===== src/rtl/clmul_pkg.sv =====
// Shared definitions for the sequenced 16x16 carry-less multiplier.
// Latency: n/a (constants, types and a reference function only).
// Backpressure: n/a.
package clmul_pkg;

    localparam int HALF_W = 8;
    localparam int PP_W   = 15;
    localparam int PROD_W = 31;

    typedef enum logic [2:0] {
        IDLE    = 3'd0,
        MUL_LO  = 3'd1,
        MUL_HI  = 3'd2,
        MUL_MID = 3'd3,
        DONE    = 3'd4
    } state_t;

    // Straight shift-and-XOR carry-less product of two 16-bit polynomials.
    function automatic logic [PROD_W-1:0] clmul_ref(input logic [15:0] a,
                                                    input logic [15:0] b);
        logic [PROD_W-1:0] r;
        r = '0;
        for (int i = 0; i < 16; i++) begin
            if (b[i]) r = r ^ ({15'b0, a} << i);
        end
        return r;
    endfunction

endpackage


===== src/rtl/clmul8.sv =====
// Combinational 8x8 -> 15-bit carry-less (GF(2)[x]) multiplier.
// Latency: 0 cycles (pure combinational AND/XOR tree).
// Backpressure: none; output follows inputs.
// Ports: i_a, i_b - 8-bit polynomial operands; o_p - 15-bit product.
module clmul8
    import clmul_pkg::*;
(
    input  logic [HALF_W-1:0] i_a,
    input  logic [HALF_W-1:0] i_b,
    output logic [PP_W-1:0]   o_p
);

    always_comb begin
        o_p = '0;
        for (int i = 0; i < HALF_W; i++) begin
            if (i_b[i]) o_p = o_p ^ ({7'b0, i_a} << i);
        end
    end

endmodule


===== src/rtl/clmul16_kara_seq.sv =====
// Sequenced 16x16 carry-less multiplier: one shared clmul8 across Karatsuba z0, z2, zm.
// Latency: 3 cycles accept->out_valid; initiation interval 5 cycles under no backpressure.
// Backpressure: result held in DONE until out_ready; in_ready only in IDLE.
// Ports: clk/rst (async active-high); in_valid/in_ready/a/b operand side;
//        out_valid/out_ready/p product side; busy = not IDLE.
module clmul16_kara_seq
    import clmul_pkg::*;
(
    input  logic              clk,
    input  logic              rst,
    input  logic              in_valid,
    output logic              in_ready,
    input  logic [15:0]       a,
    input  logic [15:0]       b,
    output logic              out_valid,
    input  logic              out_ready,
    output logic [PROD_W-1:0] p,
    output logic              busy
);

    state_t              r_state;
    logic [15:0]         r_a;
    logic [15:0]         r_b;
    logic [PP_W-1:0]     r_z0;
    logic [PP_W-1:0]     r_z2;
    logic [PROD_W-1:0]   r_p;
    logic                r_out_valid;

    logic [HALF_W-1:0]   w_mul_a;
    logic [HALF_W-1:0]   w_mul_b;
    logic [PP_W-1:0]     w_mul;
    logic [PP_W-1:0]     w_z1;
    logic [PROD_W-1:0]   w_p;

    // Operand mux for the single shared multiplier; MUL_MID (and the idle
    // states, where the result is unused) feed the half-sums.
    always_comb begin
        w_mul_a = r_a[HALF_W-1:0] ^ r_a[15:HALF_W];
        w_mul_b = r_b[HALF_W-1:0] ^ r_b[15:HALF_W];
        case (r_state)
            MUL_LO: begin
                w_mul_a = r_a[HALF_W-1:0];
                w_mul_b = r_b[HALF_W-1:0];
            end
            MUL_HI: begin
                w_mul_a = r_a[15:HALF_W];
                w_mul_b = r_b[15:HALF_W];
            end
            default: ;
        endcase
    end

    clmul8 u_mul (
        .i_a (w_mul_a),
        .i_b (w_mul_b),
        .o_p (w_mul)
    );

    // Karatsuba recombination; only meaningful in MUL_MID when w_mul = zm.
    assign w_z1 = w_mul ^ r_z0 ^ r_z2;
    assign w_p  = {16'b0, r_z0}
                ^ ({16'b0, w_z1} << 8)
                ^ ({16'b0, r_z2} << 16);

    always_ff @(posedge clk or posedge rst) begin
        if (rst) begin
            r_state     <= IDLE;
            r_a         <= '0;
            r_b         <= '0;
            r_z0        <= '0;
            r_z2        <= '0;
            r_p         <= '0;
            r_out_valid <= 1'b0;
        end else begin
            case (r_state)
                IDLE: begin
                    if (in_valid) begin
                        r_a     <= a;
                        r_b     <= b;
                        r_state <= MUL_LO;
                    end
                end
                MUL_LO: begin
                    r_z0    <= w_mul;
                    r_state <= MUL_HI;
                end
                MUL_HI: begin
                    r_z2    <= w_mul;
                    r_state <= MUL_MID;
                end
                MUL_MID: begin
                    r_p         <= w_p;
                    r_out_valid <= 1'b1;
                    r_state     <= DONE;
                end
                DONE: begin
                    if (out_ready) begin
                        r_out_valid <= 1'b0;
                        r_state     <= IDLE;
                    end
                end
                default: r_state <= IDLE;
            endcase
        end
    end

    assign in_ready  = (r_state == IDLE);
    assign busy      = (r_state != IDLE);
    assign out_valid = r_out_valid;
    assign p         = r_p;

endmodule


===== config.mk =====
export PLATFORM = sky130hd
export DESIGN_NAME = clmul16_kara_seq
export DESIGN_NICKNAME = d
export VERILOG_FILES = /design/src/rtl/clmul_pkg.sv /design/src/rtl/clmul8.sv /design/src/rtl/clmul16_kara_seq.sv
export SDC_FILE = /design/constraint.sdc
export NUM_CORES = 1
export LEC_CHECK = 0
export ABC_CLOCK_PERIOD_IN_PS = 2800
export BUFFER_PORTS_ARGS = -buffer_cell sky130_fd_sc_hd__buf_2
export CORE_MARGIN = 10
export CORE_UTILIZATION = 50
export CTS_CLUSTER_SIZE = 14
export DETAILED_ROUTE_END_ITERATION = 10
export PLACE_DENSITY = 0.7
export SLEW_MARGIN = 20
export SYNTH_ARGS = -nofsm -noshare
export SYNTH_HDL_FRONTEND = slang
export SYNTH_HIERARCHICAL = 1
export SYNTH_SLANG_ARGS = --single-unit
export TNS_END_PERCENT = 50

===== constraint.sdc =====
create_clock -name clk -period 2.8 [get_ports clk]
set_input_delay 0.28 -clock clk [delete_from_list [all_inputs] [get_ports clk]]
set_output_delay 0.28 -clock clk [all_outputs]
set_load 0.1 [all_outputs]

**Word-level counts from Yosys, hierarchy flattened**

Cells that the tools add are included.

- Flip-flop bits (word level): 97
- Bits of input ports: 36

- Reduce and logical (&&, ||, !) cells: 6
- Multiplexer cells: 15
- Bitwise logic cells: 13
- Eq/ne operators: 6

Operators by type and width:

| kind | count |
|---|---|
| two-way mux 15 bit | 7 |
| bitwise XOR 15 bit | 3 |
| case mux 8 bit (2 select lines) | 2 |
| bitwise XOR 23 x 31 -> 31 bit | 1 |
| bitwise XOR 15 x 23 -> 23 bit | 1 |
| bitwise XOR 8 bit | 2 |
| case mux 3 bit (5 select lines) | 1 |
| bitwise XOR 15 x 10 -> 15 bit | 1 |
| bitwise XOR 15 x 11 -> 15 bit | 1 |
| bitwise XOR 15 x 12 -> 15 bit | 1 |
| bitwise XOR 15 x 13 -> 15 bit | 1 |
| bitwise XOR 15 x 14 -> 15 bit | 1 |
| bitwise XOR 15 x 9 -> 15 bit | 1 |
| two-way mux 8 bit | 1 |
| equality test 3 x 2 -> 1 bit (second input constant) | 2 |
| two-way mux 3 bit | 2 |
| AND reduction 2 bit | 3 |
| inequality test 2 bit (second input constant) | 2 |
| equality test 3 x 1 -> 1 bit (second input constant) | 1 |
| equality test 3 bit (second input constant) | 1 |
| logical NOT 3 bit | 1 |
| nonzero test 3 bit | 1 |
| case mux 1 bit (2 select lines) | 1 |
| nonzero test 2 bit | 1 |
| two-way mux 1 bit | 1 |

**Logic depth before layout (Yosys ltp)**

Gate-level depths: netlist (run 1).

- Depth after elaboration: 21
- Mapped depth: 14

**Cells and area by module**

The synthesis (run 1) kept the hierarchy.

Modules (own cells, without submodules):

| module | times used | area an instance (um2) | cells each | seq. area each (um2) |
|---|---|---|---|---|
| clmul16_kara_seq | 1 | 4252.8 | 389 | 2427.3 |
| clmul8 | 1 | 748.2 | 126 | 0.0 |

**Worst setup path after synthesis (run 1)**

No wires, ideal clock.

- Kind: register to output
- From: register r_state[0]
- To: output port busy
- Stages on the path, launching flop included: 4
- Path buffers: 1
- Data arrival time: 2.652 ns
- Slack: -0.132 ns
- Data required time: 2.520 ns
- Cell sequence: dfrtp_1 buf_2 nor3_2 inv_1

- Word-level cells in the longest chain between the ends: 1

Ends and longest elaborated chain:

| what | RTL line | RTL |
|---|---|---|
| start: declaration | clmul16_kara_seq.sv:21 | `state_t r_state;` |
| start signal: assignment | clmul16_kara_seq.sv:67 | `r_state <= IDLE;` |
| start signal: assignment | clmul16_kara_seq.sv:80 | `r_state <= MUL_LO;` |
| start signal: assignment | clmul16_kara_seq.sv:85 | `r_state <= MUL_HI;` |
| nonzero test 3 bit | clmul16_kara_seq.sv:108 | `assign busy = (r_state != IDLE);` |
| end: declaration | clmul16_kara_seq.sv:18 | `output logic busy` |

No other way between the ends.

**Final worst setup path (run 1)**

- From: register r_state[0]
- To: register r_p[14], in the netlist p[14]

RTL lines:

| what | RTL line | RTL |
|---|---|---|
| equality test 3 x 2 -> 1 bit / equality test 3 x 1 -> 1 bit (equally long branches) | clmul16_kara_seq.sv:40 | `case (r_state)` |
| case mux 8 bit (2 select lines) * | clmul16_kara_seq.sv:40 |  |
| via w_mul_b[5] | clmul16_kara_seq.sv:30 | `logic [HALF_W-1:0] w_mul_b;` |
| two-way mux 15 bit * | clmul8.sv:16 | `if (i_b[i]) o_p = o_p ^ ({7'b0, i_a} << i);` |
| bitwise XOR 15 x 14 -> 15 bit | clmul8.sv:16 |  |
| two-way mux 15 bit * | clmul8.sv:16 |  |
| bitwise XOR 15 bit | clmul8.sv:16 |  |
| two-way mux 15 bit * | clmul8.sv:16 |  |
| via w_mul[6] | clmul16_kara_seq.sv:31 | `logic [PP_W-1:0] w_mul;` |
| bitwise XOR 15 bit * (2 in a row) | clmul16_kara_seq.sv:60 | `assign w_z1 = w_mul ^ r_z0 ^ r_z2;` |
| bitwise XOR 15 x 23 -> 23 bit * | clmul16_kara_seq.sv:62 | `^ ({16'b0, w_z1} << 8)` |
| bitwise XOR 23 x 31 -> 31 bit * | clmul16_kara_seq.sv:63 | `^ ({16'b0, r_z2} << 16);` |
| end signal: assignment | clmul16_kara_seq.sv:92 | `r_p <= w_p;` |
| end: declaration | clmul16_kara_seq.sv:26 | `logic [PROD_W-1:0] r_p;` |

Mark *: on every way through the listed nets, which the timed path passes. The rest lies on a longest branch.
A chain may end at the register's enable or synchronous reset.

==> results of run 1 <==
-- registers in the layout, summed over array words and instances (netlist names) --
| name | flops |
|---|---|
| out_valid | 1 |
| p | 31 |
| r_a | 16 |
| r_b | 16 |
| r_state | 3 |
| r_z0 | 15 |
| r_z2 | 15 |
-- layout make-up --
cell class	instances	area (sq um)	area share
Clock buffer	12	165	0.0275
Timing Repair Buffer	115	728	0.121
Sequential cell	97	2430	0.404
Inverter	2	11.3	0.00187
Clock inverter	3	47.5	0.00791
Tap cell	133	166	0.0277
Multi-Input combinational cell	382	2470	0.410
-- cell families after synthesis --
kind of cell / share of synthesized area
simple gates: 0.173
compound gates: 0.0160
buf+inv: 0.0373
xor+xnor: 0.180
flops: 0.485
mux: 0.108
-- path summary, 6_finish.rpt --
path / slack, ns / endpoint / cells after the start / from
worst max register to register: 0.11 / p[14] / 12 / r_state[0]
min in group clk: 0.12 / r_a[4] / 2 / a[4]
max in group asynchronous: 2.27 / r_b[13] / 3 / rst
worst min register to register: 0.48 / p[14] / 2 / p[14]
worst max-delay path: 0.11 / p[14] / 12 / r_state[0]
worst min-delay path: 0.08 / p[12] / 3 / rst
-- synth_stat cells, drive strengths merged --
cell / n / area [sq um]
nand2: 203 / 762
xnor2: 72 / 638
nor2: 1 / 3.75
or3b: 2 / 17.5
or4b: 1 / 10.0
dfrtp: 97 / 2430
mux2: 48 / 541
buf: 24 / 140
inv: 2 / 7.51
o21ai: 16 / 80.1
clkbuf: 10 / 38.8
nor3: 2 / 15.0
nor3b: 2 / 25.0
nand3b: 1 / 7.51
nand3: 1 / 5.00
xor2: 30 / 263
and2: 3 / 20.0
-- layer usage --
layer | wire length, microns | up-vias | global-route usage
met5 | 0 | - | 0
met4 | 143 | 0 | 0.0498
met3 | 588 | 11 | 0.0375
met2 | 4820 | 75 | 0.243
met1 | 4840 | 1678 | 0.188
li1 | - | 1782 | -
-- critical path: stages, from the launching register on --
cell     delay, ns
dfrtp_1       0.42
or3b_4        0.42
buf_8         0.16
nand2_1       0.09
xor2_1        0.18
buf_4         0.19
nand2_1       0.09
xor2_2        0.17
xnor2_2       0.15
xnor2_2       0.24
xnor2_1       0.12
xnor2_1       0.22
o21ai_0       0.10
-- per-stage QoR --
step | setup WS (ns) | utilization | cells
floorplan | 0.0681 | - | 515
global placement | 0.0378 | 0.574 | 719
detailed placement | -0.00412 | 0.574 | 719
CTS | 0.0369 | 0.598 | 734
global route | -0.0164 | 0.615 | 744
finish | 0.113 | 0.615 | 744
-- repair_timing --
item	4_1_cts	5_1_grt
setup endpoints to repair	2	10
pin swaps	0	12
hold endpoints to repair	0	0
gates resized for setup	2	14
setup buffers	0	9
hold buffers	0	0
cloned	0	1
==> metrics.md, run 1 <==
| Metric | Value |
|---|---|
| Crit path kind | register to register |
| Inserted Clock Buffers | 9 |
| Distinct cell type count after synthesis | 24 |
| Filler Cells Inserted | 888 |
| Min-Delay Path Class | primary input to asynchronous set/reset pin |
| GRT overflow | 0 |
| Worst slew margin | 0.593 |
| Clk slew on worst S/H paths | 0.10 ns |
| Initial antenna violation count | 0 |
| Max frequency | 372 MHz |
| GRT Util Overall | 0.148 |
| Die height | 120 microns |
| Via density | 4.77 |
| Setup TNS | 0 ns |
| CTS sink count | 97 |
| Critical path launch point type | register |
| Crit share post-route | 0.960 |
| Drc violations | 0 |
| PortBufs | 69 |
| WL/cell | 14.0 microns |
| Antenna Cells | 0 |
| CP Max Fanout | 18 |
| Post-synthesis register bit count | 97 |
| Status | completed |
| Post-synthesis area per instance | 9.71 sq um |
| Core area | 0.00977 sq mm |
| Clock buffer depth | 2 |
| Tmin final | 2.69 ns |
| Later-pin clock latency in the skew report | 0.37 ns |
| Post-route cell area | 0.00601 sq mm |
| Vias in the first global route | 3764 |
| Max-Cap Viols | 0 |
| Initial DRT Pass Iterations | 4 |
| Syn_nets | 551 |
| Mapped Area | 0.00500 sq mm |
| Endpoints failing setup | 0 |
| Horiz. Die Dim | 120 microns |
| GPL Wtd Cong | 0.859 |
| Hold Violations, Final | 0 |
| Vias | 3546 |
| Setup crit end kind | register |
| # IOs | 70 |
| Measured slew at the worst slew-check pin | 0.611 ns |
| Final HPWL DP | 7540 microns |
| Clk_skew | 0.0160 ns |
| Starting density of the core | 0.512 |
| Slew Limit Fails | 0 |
| Initial DRC count | 197 |
| Final Net Count | 643 |
| Most frequent cells in the layout | nand2_1, dfrtp_1, buf_2, xnor2_1, buf_4 |
| Area Growth Syn to Fin | 20.2% |
| H-tree depth | 3 |
| Commonest non-fill, non-tap cell in the layout | nand2_1 |
| Root Driver | clkbuf_8 |
| Remaining antenna violation count after routing | 0 |
| First-pass GRT wire length | 18000 microns |
| Area of placed instances | 0.00561 sq mm |
| Hold_ws | 0.0803 ns |
| Total die area | 0.0144 sq mm |
| Pin count of the biggest net entering global routing | 50 |
| Post-Syn Instances | 515 |
| Synthesis Warnings | 6 |
| CTS tree | yes |
| Post-Route WL | 10400 microns |
| Layout cells sized above 1 | 0.272 |
| Sequential share of the synthesized area | 0.485 |
| Data arrival time of the critical path | 2.92 ns |
| Required time worst endpoint | 3.03 ns |
| Num rows | 36 |
Power of run 1 is not shown: default switching activity piles up to over one toggle a cycle in this logic, so the estimate is an artifact.
==> run 2: changes to the inputs <==
GPL_TIMING_DRIVEN = 0   (was default)
==> run 2 against run 1 <==
First-iteration DRC count grew 17%; maximum frequency shrank 1.8%; register-to-register slack lost 0.05 ns; clock-buffer cell count shrank 2; sequential share of layout area shrank 1.8 points; via count grew 2.9%; global-route usage grew 0.57 points; core utilization grew 3.0 points; sequential cell count is the same; non-clock buffer count grew 10.
==> metrics.md, run 2 (same netlist as run 1, synthesis figures left out) <==
| Metric | Value |
|---|---|
| Status | completed |
| Min-Delay Path Class | primary input to register |
| Crit share post-route | 0.977 (+0.0176) |
| PortBufs | 69 (unchanged) |
| Later-pin clock latency in the skew report | 0.36 ns (about the same) |
| Crit path kind | register to register |
| Clock buffer depth | 2 (unchanged) |
| Inserted Clock Buffers | 9 (unchanged) |
| Initial DRC count | 231 (+17%) |
| Initial antenna violation count | 0 (unchanged) |
| Max reg flops | 31 (unchanged) |
| CTS sink count | 97 (unchanged) |
| Max frequency | 365 MHz (-1.8%) |
| Most frequent cells in the layout | nand2_1, dfrtp_1, buf_2, xnor2_1, buf_4 |
| Vias | 3649 (+2.9%) |
| Starting density of the core | 0.512 (unchanged) |
| Antenna Cells | 0 (unchanged) |
| Clk slew on worst S/H paths | 0.10 ns (about the same) |
| Num rows | 36 (unchanged) |
| Die height | 120 microns (unchanged) |
| # IOs | 70 (unchanged) |
| Pin count of the biggest net entering global routing | 35 (-30%) |
| CP Max Fanout | 8 (-10) |
| Area Growth Syn to Fin | 26.0% |
| Final Net Count | 653 (+1.6%) |
| Crit path largest cell delay | 0.43 ns (about the same) |
| Endpoints failing setup | 0 (unchanged) |
| GRT overflow | 0 (unchanged) |
| Core area | 0.00977 sq mm (unchanged) |
| Via density | 4.83 (+1.4%) |
| Clk_skew | 0.00997 ns (-0.00605 ns) |
| Max-Cap Viols | 0 (unchanged) |
| CTS tree | yes |
| Tmin final | 2.74 ns (+0.0491 ns) |
| H-tree depth | 3 (unchanged) |
| Critical path launch point type | register |
| Slowest-stage cell, CP | or3b_4 |
| Drc violations | 0 (unchanged) |
| Final HPWL DP | 8160 microns (+8.2%) |
| GRT Util Overall | 0.154 (+0.00569) |
| Top delay family on crit path | XOR/XNOR gates |
| RSZ-0062 raised after global routing | true |
| Worst slew margin | 0.618 (+0.0257) |
| Layout cells sized above 1 | 0.312 (+0.0402) |
| Data arrival time of the critical path | 2.97 ns (+0.05 ns) |
| Setup TNS | 0 ns (unchanged) |
| Remaining antenna violation count after routing | 0 (unchanged) |
| CP dominant cell by count | xnor2_1 |
| Commonest non-fill, non-tap cell in the layout | nand2_1 |
| Slew Limit Fails | 0 (unchanged) |
| WL/cell | 14.8 microns (+5.7%) |
| Horiz. Die Dim | 120 microns (unchanged) |
| Worst Path Buf+Inv | 3 (+1) |
| GPL Wtd Cong | 0.846 (-1.4%) |
| Measured slew at the worst slew-check pin | 0.572 ns (-0.0385 ns) |
| Post-Route WL | 11200 microns (+7.3%) |
| Hold Violations, Final | 0 (unchanged) |
| Total die area | 0.0144 sq mm (unchanged) |
| First-pass GRT wire length | 18500 microns (+2.5%) |
| Hold_ws | 0.129 ns (+0.0492 ns) |
| Required time worst endpoint | 3.03 ns (about the same) |
| Crit path cell chain | buf_6, or3b_4, buf_8, nand2_1, xor2_1, clkbuf_4, nand2_1, xor2_1, xnor2_1, xnor2_2, xnor2_1, xnor2_1, o21ai_1 |
| Vias in the first global route | 3760 (-0.11%) |
| Initial DRT Pass Iterations | 4 (unchanged) |
| Root Driver | clkbuf_8 |
| Setup crit end kind | register |
run 2: what timing repair did:
action / CTS / global route
hold buffers: 1 / 0
endpoints found under the hold margin: 11 / 0
resized for setup: 23 / 48
setup buffers: 6 / 14
pin swaps: 12 / 41
setup endpoints to repair: 21 / 12
cloned: 0 / 1
run 2: metal layers:
metal	vias to the layer above	wire, microns	global-route usage
met1	1733	4860	0.197
met4	0	139	0.0430
met2	102	5380	0.253
li1	1804	-	-
met3	10	766	0.0389
met5	-	0	0
run 2: cell type report:
type,count,area (sq um)
well taps,133,166
clock buffers,10,138
inverters,2,11.3
multi-input cells,382,2650
plain buffers,31,225
flip-flops and latches,97,2430
clock inverters,6,75.1
fillers,817,3470
repair buffers,94,611
run 2: worst paths after layout:
path,from,end,slack [ns],cells after the start
max in group asynchronous,rst,r_state[1],1.73,5
min reg2reg,p[16],p[16],0.48,2
min,b[4],r_b[4],0.13,2
max reg2reg,r_state[0],p[17],0.06,13
max,r_state[0],p[17],0.06,13
min in group asynchronous,rst,p[22],0.43,3
run 2: stage by stage:
stage / area [sq um] / util / cells / worst slack (ns)
after floorplan: 5010 / - / 515 / 0.0681
after global placement: 5520 / 0.565 / 717 / -0.385
after detailed placement: 5590 / 0.572 / 720 / -0.438
after CTS: 5960 / 0.610 / 740 / 0.00675
after global routing: 6300 / 0.645 / 755 / -0.0595
final: 6300 / 0.645 / 755 / 0.0634
Power of run 2 is left out for the same reason.
==> run 3: changes to the inputs <==
ABC_AREA = 1   (was default)
PLACE_DENSITY = 0.68   (was 0.7)
==> run 3 against run 2 <==
Design area is 14% higher; worst setup slack better by 0.20 ns; worst hold slack better by 0.024 ns; register-to-register slack better by 0.20 ns; die area is 21% higher; non-clock buffer count is 10 lower; clock skew is 0.0036 ns lower; sequential share of layout area is 4.7 points lower; largest cell class unchanged.
==> metrics.md, run 3 <==
| Metric | Value |
|---|---|
| Min-Delay Path Class | primary input to register |
| Setup TNS | 0 ns (unchanged) |
| Antenna Cells | 0 (unchanged) |
| Initial DRC count | 272 (+18%) |
| Worst Path Buf+Inv | 6 (+3) |
| Data arrival time of the critical path | 2.78 ns (-0.19 ns) |
| Top delay family on crit path | simple AND/OR/NAND/NOR gates |
| Initial antenna violation count | 0 (unchanged) |
| Later-pin clock latency in the skew report | 0.35 ns (about the same) |
| Synth top cells by count | nand2_1, dfrtp_1, nand3_1, inv_1 |
| First-pass GRT wire length | 24900 microns (+35%) |
| Crit path kind | register to register |
| Post-synth top area share | 0.387 (-0.0987) |
| Remaining antenna violation count after routing | 0 (unchanged) |
| Clk slew on worst S/H paths | 0.06 ns (-0.04 ns) |
| Root Driver | clkbuf_16 |
| PortBufs | 68 (-1.4%) |
| Critical path launch point type | register |
| Sequential share of the synthesized area | 0.387 (-0.0987) |
| WL/cell | 12.9 microns (-13%) |
| Most frequent cells in the layout | nand2_1, dfrtp_1, nand3_1, inv_1, buf_2 |
| Core area | 0.0122 sq mm (+24%) |
| Via density | 4.78 (-1.2%) |
| Pin count of the biggest net entering global routing | 35 (unchanged) |
| Post-synthesis area per instance | 7.02 sq um (-28%) |
| CP dominant cell by count | nand2_1 |
| Measured slew at the worst slew-check pin | 0.606 ns (+0.0336 ns) |
| Vias in the first global route | 5280 (+40%) |
| Setup crit end kind | register |
| Post-Syn Instances | 894 (+74%) |
| Mapped Area | 0.00628 sq mm (+26%) |
| Endpoints failing setup | 0 (unchanged) |
| Clock buffer depth | 2 (unchanged) |
| Gr busiest metal | met2 |
| Hold Violations, Final | 0 (unchanged) |
| Met3 Use GR | 0.0358 (-0.00309) |
| Initial DRT Pass Iterations | 4 (unchanged) |
| Crit share post-route | 0.907 (-0.0705) |
| H-tree depth | 3 (unchanged) |
| Post-Route WL | 14800 microns (+32%) |
| GRT overflow | 0 (unchanged) |
| GPL Wtd Cong | 0.814 (-3.9%) |
| Crit path largest cell delay | 0.44 ns (about the same) |
| # IOs | 70 (unchanged) |
| Max frequency | 394 MHz (+7.8%) |
| Area Growth Syn to Fin | 14.2% |
| Total die area | 0.0174 sq mm (+21%) |
| Routing usage on met1 | 0.212 (+0.0144) |
| Drc violations | 0 (unchanged) |
| Horiz. Die Dim | 132 microns (+10%) |
| Syn_nets | 930 (+69%) |
| Primary FF master, synth | dfrtp_1 |
| Required time worst endpoint | 3.04 ns (about the same) |
| Num rows | 40 (+11%) |
| Starting density of the core | 0.516 (+0.00450) |
| Met2 usage | 0.283 (+0.0295) |
| Slowest-stage cell, CP | dfrtp_1 |
| Yosys top cell by area | dfrtp_1 |
| Tmin final | 2.54 ns (-0.197 ns) |
| Synthesis Warnings | 6 (unchanged) |
| Final HPWL DP | 11000 microns (+35%) |
| Async SR Flop Fraction | 1.00 (unchanged) |
| GRT Util Overall | 0.169 (+0.0148) |
| Vias | 5475 (+50%) |
| Final Net Count | 1012 (+55%) |
| Area contributors post-synth | dfrtp_1, nand2_1, nand3_1, inv_1, xor2_1 |
| Commonest non-fill, non-tap cell in the layout | nand2_1 |
| Die height | 132 microns (+10%) |
| EDFF count, synth | 0 (unchanged) |
| Max-Cap Viols | 0 (unchanged) |
| Post-synthesis register bit count | 97 (unchanged) |
| Slew Limit Fails | 0 (unchanged) |
| Distinct cell type count after synthesis | 26 (+8.3%) |
| CTS tree | yes |
| Inserted Clock Buffers | 9 (unchanged) |
| Layout cells sized above 1 | 0.176 (-0.136) |
| Status | completed |
| Crit path cell chain | inv_1, nand3_4, inv_4, buf_4, nand2_1, nand3_2, buf_4, nand2_2, xor2_1, or2_1, nand2_1, nand2_1, nand2_1, inv_1, inv_1, nand2_1, nand2_1, nand2_1, nand3_1, nand2_1 |
| Count leader, synth | nand2_1 |
| Worst slew margin | 0.596 (-0.0224) |
| Clk_skew | 0.00641 ns (-0.00357 ns) |
| CP Max Fanout | 10 (+2) |
| Max reg flops | 31 (unchanged) |
| CTS sink count | 97 (unchanged) |
## run 3: changes by cell type in the layout (fill, tap and decap cells not counted), moves of 10 or more
cell	previous run	this run
nand2_1	196	429
nand3_1	1	81
inv_1	1	78
xnor2_1	52	20
mux2_1	30	0
nor2_1	1	27
buf_4	34	14
nand3_2	0	19
mux2_2	18	0
xnor2_2	20	2
o21ai_0	12	27
buf_6	3	16
o21ai_2	0	10
## run 3: metrics by stage
stage               area, sq um   util  instances  setup WS [ns]  hold WS, ns
CTS                        7160  0.589       1147          0.191        0.151
detailed placement         6900  0.567       1133          0.206        0.274
global placement           6830  0.562       1130          0.250        0.459
finish                     7170  0.589       1146          0.261        0.153
global route               7170  0.589       1146        -0.0116        0.164
floorplan                  6280      -        894          0.539        0.425
## run 3: final timing paths
check | from | to | slack (ns) | cells after the start
worst max-delay path | r_state[2] | p[17] | 0.26 | 20
worst min-delay path | a[13] | r_a[13] | 0.15 | 3
worst max register to register | r_state[2] | p[17] | 0.26 | 20
worst min register to register | p[17] | p[17] | 0.47 | 2
max in group asynchronous | rst | r_state[0] | 1.87 | 4
min in group asynchronous | rst | r_z0[4] | 0.45 | 3
## run 3: timing repair
action,in CTS,in global routing
hold buffers,1,0
setup endpoints to repair,0,5
resized for setup,0,4
setup buffers,0,0
endpoints found under the hold margin,8,0
## run 3: kinds of logic after synthesis
| logic type | count (synthesis) | synth area share |
|---|---|---|
| and+or+nand+nor | 572 | 0.386 |
| DFF | 97 | 0.387 |
| xor gates and xnor gates | 47 | 0.0680 |
| AOI/OAI and AO/OA | 48 | 0.0442 |
| buffers and inverters | 130 | 0.115 |
## run 3: layer usage
layer / vias up / part of all wire
met5: - / 0
met4: 0 / 0.014
met3: 14 / 0.039
met2: 83 / 0.48
met1: 2478 / 0.47
li1: 2900 / -
## run 3: worst reg2reg max path, stage by stage (launching register included)
cell	delay, ns
dfrtp_1	0.44
inv_1	0.16
nand3_4	0.13
inv_4	0.11
buf_4	0.17
nand2_1	0.07
nand3_2	0.07
buf_4	0.16
nand2_2	0.06
xor2_1	0.16
or2_1	0.22
nand2_1	0.06
nand2_1	0.04
nand2_1	0.08
inv_1	0.07
inv_1	0.12
nand2_1	0.07
nand2_1	0.07
nand2_1	0.05
nand3_1	0.07
nand2_1	0.05
## run 3: final cells by class
cell class	instances	area, sq um
plain buffers	43	394
clock buffers	12	246
clock inverters	1	5.00
fillers	1190	4990
inverters	86	333
multi-input cells	667	3130
flip-flops and latches	97	2430
well taps	168	210
repair buffers	72	418
Power of run 3 is left out for the same reason.
